[src/rtl/button_debounce.sv]
// Push-button conditioner: two-flop synchroniser, debounce FSM, event pulses,
// long-press detection and a wrapping press counter.
//
// state        | meaning
// -------------+-----------------------------------------------------------
// IDLE         | released and stable, btn_level = 0
// PRESS_WAIT   | pressed samples seen, qualifying a press
// PRESSED      | press accepted, btn_level = 1, hold timer running
// RELEASE_WAIT | released samples seen, qualifying a release (level still 1)
module button_debounce #(
    parameter int DEBOUNCE_CYCLES = 250000,
    parameter int LONG_CYCLES     = 25000000,
    parameter bit ACTIVE_LOW      = 1'b1
) (
    input  logic       clk,
    input  logic       rst,
    input  logic       btn_in,
    output logic       btn_level,
    output logic       press_pulse,
    output logic       release_pulse,
    output logic       long_pulse,
    output logic [7:0] press_count
);

    localparam int DW = $clog2(DEBOUNCE_CYCLES);
    localparam int HW = $clog2(LONG_CYCLES + 1);

    localparam logic [DW-1:0] DB_ONE    = DW'(1);
    localparam logic [DW-1:0] DB_LAST   = DW'(DEBOUNCE_CYCLES - 1);
    localparam logic [HW-1:0] HOLD_ONE  = HW'(1);
    localparam logic [HW-1:0] HOLD_MAX  = HW'(LONG_CYCLES);
    localparam logic [HW-1:0] HOLD_LONG = HW'(LONG_CYCLES - 1);

    typedef enum logic [1:0] {
        IDLE         = 2'd0,
        PRESS_WAIT   = 2'd1,
        PRESSED      = 2'd2,
        RELEASE_WAIT = 2'd3
    } state_t;

    state_t        state;
    logic          sync1;
    logic          sync2;
    logic          s;
    logic [DW-1:0] db_cnt;
    logic [HW-1:0] hold_cnt;

    // polarity is applied after the second flop so s is always 1 = pressed
    assign s = ACTIVE_LOW ? ~sync2 : sync2;

    always_ff @(posedge clk) begin
        if (rst) begin
            state         <= IDLE;
            sync1         <= ACTIVE_LOW;
            sync2         <= ACTIVE_LOW;
            db_cnt        <= '0;
            hold_cnt      <= '0;
            btn_level     <= 1'b0;
            press_pulse   <= 1'b0;
            release_pulse <= 1'b0;
            long_pulse    <= 1'b0;
            press_count   <= 8'd0;
        end else begin
            sync1         <= btn_in;
            sync2         <= sync1;
            press_pulse   <= 1'b0;
            release_pulse <= 1'b0;
            long_pulse    <= 1'b0;

            // hold timer runs through release qualification so a glitch
            // back to PRESSED cannot re-arm the long-press event
            if (state == PRESSED || state == RELEASE_WAIT) begin
                if (hold_cnt != HOLD_MAX) begin
                    hold_cnt <= hold_cnt + HOLD_ONE;
                end
                if (hold_cnt == HOLD_LONG) begin
                    long_pulse <= 1'b1;
                end
            end

            case (state)
                IDLE: begin
                    if (s) begin
                        state  <= PRESS_WAIT;
                        db_cnt <= DB_ONE;
                    end
                end
                PRESS_WAIT: begin
                    if (!s) begin
                        state <= IDLE;
                    end else if (db_cnt == DB_LAST) begin
                        state       <= PRESSED;
                        press_pulse <= 1'b1;
                        btn_level   <= 1'b1;
                        press_count <= press_count + 8'd1;
                        hold_cnt    <= '0;
                    end else begin
                        db_cnt <= db_cnt + DB_ONE;
                    end
                end
                PRESSED: begin
                    if (!s) begin
                        state  <= RELEASE_WAIT;
                        db_cnt <= DB_ONE;
                    end
                end
                RELEASE_WAIT: begin
                    if (s) begin
                        state <= PRESSED;
                    end else if (db_cnt == DB_LAST) begin
                        state         <= IDLE;
                        release_pulse <= 1'b1;
                        btn_level     <= 1'b0;
                    end else begin
                        db_cnt <= db_cnt + DB_ONE;
                    end
                end
                default: state <= IDLE;
            endcase
        end
    end

endmodule
[config.mk]
export PLATFORM = sky130hd
export DESIGN_NAME = button_debounce
export DESIGN_NICKNAME = d
export VERILOG_FILES = /design/src/rtl/button_debounce.sv
export SDC_FILE = /design/constraint.sdc
export NUM_CORES = 1
export LEC_CHECK = 0
export CORE_ASPECT_RATIO = 1.5
export CORE_MARGIN = 3
export CORE_UTILIZATION = 35
export CTS_BUF_LIST = sky130_fd_sc_hd__clkbuf_4 sky130_fd_sc_hd__clkbuf_8
export CTS_CLUSTER_DIAMETER = 40
export DETAILED_ROUTE_END_ITERATION = 12
export GPL_ROUTABILITY_DRIVEN = 0
export GPL_TIMING_DRIVEN = 0
export PLACE_DENSITY = 0.59
export SYNTH_ARGS = -nofsm -noshare
export SYNTH_HDL_FRONTEND = slang
export SYNTH_SLANG_ARGS = --single-unit
export TNS_END_PERCENT = 10
[constraint.sdc]
create_clock -name clk -period 2.7 [get_ports clk]
set_input_delay 0.675 -clock clk [delete_from_list [all_inputs] [get_ports clk]]
set_output_delay 0.675 -clock clk [all_outputs]
set_load 0.02 [all_outputs]
==> After elaboration in Yosys (flattened, before gate mapping) <==
Cells that the tools add are included.
{ "op_classes": {"n_bitwise": 4, "eq_ne": 14, "add_sub_neg": 3, "n_reduce_logical": 10, "muxes": 25} }
{ "ops": {"columns": ["cell", "count"], "rows": [
  ["2-to-1 mux 25 bit", 5],
  ["2-to-1 mux 18 bit", 5],
  ["case mux 18 bit (4 select lines)", 1],
  ["adder 25 x 1 -> 25 bit, second input constant", 1],
  ["equality test 25 bit, second input constant", 1],
  ["!= test 25 bit, second input constant", 1],
  ["adder 18 x 1 -> 18 bit, second input constant", 1],
  ["equality test 18 bit, second input constant", 1],
  ["2-to-1 mux 2 bit", 6],
  ["!= test 2 bit, second input constant", 5],
  ["adder 8 x 1 -> 8 bit, second input constant", 1],
  ["case mux 2 bit (4 select lines)", 1],
  ["AND reduction 4 bit", 2],
  ["2-to-1 mux 1 bit", 6],
  ["OR reduction 3 bit", 2],
  ["AND reduction 5 bit", 1],
  ["equality test 2 bit, second input constant", 2],
  ["NOT 1 bit", 4],
  ["!= test 3 x 2 -> 1 bit, second input constant", 1],
  ["!= test 3 bit, second input constant", 1],
  ["AND reduction 3 bit", 1],
  ["equality test 2 x 1 -> 1 bit, second input constant", 1],
  ["zero test 2 bit", 1],
  ["!= test 2 x 1 -> 1 bit, second input constant", 1],
  ["4 further kinds", 4]
]} }
{ "word_totals": {"output_inout_bits": 12, "register_bits": 59, "input_bits": 3} }

==> Longest topological paths before layout <==
{ "logic_depth": {"ltp_word": 6, "depth_mapped": 8} }

==> Worst setup path after synthesis <==
No wires, ideal clock.
{ "synth_timing": {"kind": "reg2reg", "startpoint": "register hold_cnt[15]", "endpoint": "register hold_cnt[1]", "path_buffers": 1, "path_stages_with_launch": 7, "required_time_ns": 2.572, "slack_ns": 0.436, "arrival_time_ns": 2.136, "cell_sequence": "dfxtp_1 -> or4b_1 -> or4_4 -> o41ai_4 -> buf_6 -> mux2i_1 -> nor2_1"} }
{ "synth_via": {"elab_chain_len": 6} }
{ "synth_lines": {"columns": ["element", "line_no", "source"], "rows": [
  ["start: declaration", "46", "logic [HW-1:0] hold_cnt;"],
  ["start signal: assignment", "74", "hold_cnt <= hold_cnt + HOLD_ONE;"],
  ["!= test 25 bit *", "73", "if (hold_cnt != HOLD_MAX) begin"],
  ["2-to-1 mux 25 bit *", "73", null],
  ["2-to-1 mux 25 bit *", "72", "if (state == PRESSED || state == RELEASE_WAIT) begin"],
  ["2-to-1 mux 25 bit", "91", "end else if (db_cnt == DB_LAST) begin"],
  ["2-to-1 mux 25 bit", "89", "if (!s) begin"],
  ["2-to-1 mux 25 bit *", "81", "case (state)"]
]} }
Mark *: on every way between the ends. The rest lies on a longest branch, timed or not.
A chain may end at the register's enable or synchronous reset.

==> Worst setup path after layout <==
Same ends and word-level chain as after synthesis.

==> impl_metrics.py <==
metrics = {
    "run_status": {
        "status": "completed",
    },
    "power": {
        "irDropWorstVdd_mv": 0.338,
        "p_clk_frac": 0.464,
        "p_int_mw": 1.34,
        "p_seq_frac": 0.511,
        "combPwrFrac": 0.024,
        "power.switching_mw": 0.375,
        "p_sw_frac": 0.218,
        "p_per_area_nw_per_um2": 509,
        "leakagePower_nw": 1.10,
    },
    "die": {
        "design.core.area_sq_um": 8060,
        "dieArea_sq_um": 9450,
        "num_rows": 40,
        "die_y_um": 118,
        "boundaryPins": 15,
        "start_util": 0.360,
        "die_x_um": 80.4,
    },
    "yosys": {
        "yosysWarnings": 0,
        "synth.area.mux_share": 0.0142,
        "synthArstFlopShare": 0,
        "synth_area_leaders": "dfxtp_1 (41%), nor2_1 (6.7%), xnor2_1 (5.1%)",
        "synth-seq-cells": 59,
        "synth_compound_area_frac": 0.0879,
        "synth_area_per_cell_sq_um": 8.83,
        "synth_top_family_by_area": "simple AND/OR/NAND/NOR gates",
        "synth_edf_count": 0,
        "ys_seq_area_frac": 0.407,
        "mappedNetlistArea_sq_um": 2900,
        "synthAdderAreaFrac": 0.0172,
        "synth_xor_area_frac": 0.103,
        "synth_nets": 336,
        "synth_top_area_share": 0.407,
        "synthSimpleGateAreaFrac": 0.325,
        "ys_types": 50,
        "ys.flop_type": "dfxtp_1",
        "syn_inst": 329,
        "post-synth-top-area-cell": "dfxtp_1",
    },
    "clock_network": {
        "cts_buffer_depth": 2,
        "insertion_delay_ps": 350,
        "htreeDepth": 3,
        "clk_root_buffer_cell": "clkbuf_8",
        "cts_tree": "done",
        "holdBufCountCts": 0,
        "cts_setup_buffers": 0,
        "clkTransAtPathRegs_ps": 70,
        "cts_buffers": 9,
        "post_cts_resized": 0,
        "clock_sinks": 59,
    },
    "timing": {
        "tns_ps": 0,
        "period_share": 0.923,
        "slew_headroom": 0.590,
        "skew_ps": 9.40,
        "rsz0062_at_grt": "no",
        "whs_ps": 414,
        "hold_viol_final": 0,
        "slew_viol_final": 0,
        "tightest_slew_ps": 613,
        "fin_crit_ps": 2490,
        "setup_viol": 0,
        "max_freq_mhz": 401,
        "setup_ws_ps": 207,
    },
    "final_layout": {
        "final_area_sq_um": 3370,
        "final_cells": 463,
        "regArea_sq_um": 1180,
        "drive_gt1_frac": 0.109,
        "syn2layout_area_growth_pct": 16.2,
        "multiInputGateArea_sq_um": 1590,
        "nNetsFinal": 361,
        "diodes": 0,
        "fillers": 812,
    },
    "place": {
        "portBuffers": 14,
        "detailed_place_hpwl_mm": 4.67,
        "place_ws_ps": 222,
        "placed_cell_area_sq_um": 3180,
        "post-place-cells": 448,
    },
    "drt": {
        "post-route-drc-count": 0,
        "drt_iter0_markers": 175,
        "ant_nets": 0,
        "routed_wl_mm": 6.58,
        "dr.pass1.iters": 4,
        "routed_via_density": 5.34,
        "vias": 2472,
        "wl_per_cell_um": 14.2,
    },
    "run": {
        "drv_cap": 0,
    },
    "grt": {
        "grt.total_usage": 0.148,
        "antenna_found_initial": 0,
        "grt_max_degree": 11,
        "grt_pass1_wl_mm": 10.9,
        "grt.overflow.total": 0,
        "grt_pass1_vias": 2275,
    },
    "worst_setup_path": {
        "crit_path_start_kind": "flop",
        "arrival_ps": 2710,
        "crit_required_ps": 2920,
        "path_class": "reg -> reg",
        "cp_max_fo": 10,
        "worst_setup_path_end_kind": "flop",
    },
    "min_path": {
        "hp-class": "reg -> reg",
    },
}
-- cells in the mapped netlist, types with 2 or more instances --
cell      count
dfxtp_1      59
nor2_1       52
nand2_1      22
nand4_1      19
xnor2_1      17
xor2_1       17
nand3_1      14
a21oi_1      13
nor4_1       12
clkbuf_1      9
nor3_1        8
and3_1        5
inv_1         5
o21ai_0       5
or3_1         5
and4_1        4
buf_6         4
ha_1          4
or2_2         4
a31o_2        3
a31oi_1       3
and4b_1       3
mux2i_1       3
nand2b_1      3
nor2b_1       3
nor4b_1       3
nand3b_1      2
nand4b_1      2
o31ai_1       2
or3_2         2
or4_2         2
or4b_1        2
-- power by group through the flow --
stage | registers (mW) | logic, mW | clock network, mW
6_report | 0.878 | 0.0416 | 0.797
5_1_grt | 0.878 | 0.0467 | 0.850
4_1_cts | 0.878 | 0.0426 | 0.819
3_5_place_dp | 0.897 | 0.0424 | 0
3_3_place_gp | 0.897 | 0.0424 | 0
2_1_floorplan | 0.898 | 0.0251 | 0
-- layout make-up --
class	count	area share
timing repair buffer	14	0.0415
inverter	5	0.00556
clock buffer	14	0.0571
buffer	15	0.0345
multi-input combinational	250	0.471
clock inverter	1	0.00148
tap	105	0.0389
sequential	59	0.350
-- registers in the layout, summed over array words and instances, names as in the netlist, named ones only --
name and cells:
hold_cnt 25, db_cnt 18, press_count 8, btn_level 1
long_pulse 1, press_pulse 1, release_pulse 1, state 1
sync1 1, sync2 1
-- kinds of logic (layout without fill, tap and decap cells) --
kind of cell / Yosys count / in the layout
adder cells (fa/ha/maj): 4 / 4
AO/OA/AOI/OAI: 35 / 35
AND/OR/NAND/NOR: 173 / 173
flip-flops: 59 / 59
XOR/XNOR: 34 / 34
multiplexers: 4 / 4
buffers and inverters: 20 / 49
-- cells in the final DEF, fill, tap and decap left out, types with 13 or more instances in the layout --
cell type        instances
nand4_1                 19
nand2_1                 22
xor2_1                  17
nand3_1                 14
dfxtp_1                 59
clkdlybuf4s50_1         14
a21oi_1                 13
clkbuf_8                14
nor2_1                  52
xnor2_1                 17
-- metal layers --
layer,wire [um],vias to the layer above,global-route usage
met3,253,14,0.0391
li1,-,1232,-
met5,0,-,0
met2,3390,58,0.245
met1,2760,1168,0.167
met4,183,0,0.0867
-- metrics by stage --
step / util / total power, mW
3_3_place_gp: 0.394 / 0.940
2_1_floorplan: - / 0.923
6_report: 0.419 / 1.72
5_1_grt: 0.419 / 1.77
3_5_place_dp: 0.394 / 0.940
4_1_cts: 0.419 / 1.74
-- worst paths after layout --
check                                             start                endpoint  slack [ps]  cells after the start
worst min register to register         sync1$_SDFF_PP1_        sync2$_SDFF_PP1_         410                      1
worst min-delay path                   sync1$_SDFF_PP1_        sync2$_SDFF_PP1_         410                      1
worst max register to register  hold_cnt[15]$_SDFF_PP0_  hold_cnt[1]$_SDFF_PP0_         210                      6
worst max-delay path            hold_cnt[15]$_SDFF_PP0_  hold_cnt[1]$_SDFF_PP0_         210                      6
-- critical path, cell delays in order (launching register included) --
cell and delay (ps):
dfxtp_1 400, or4b_1 570, or4_4 530, o41ai_4 430
buf_6 200, mux2i_1 190, nor2_1 50
(Power assumes the default switching activity.)
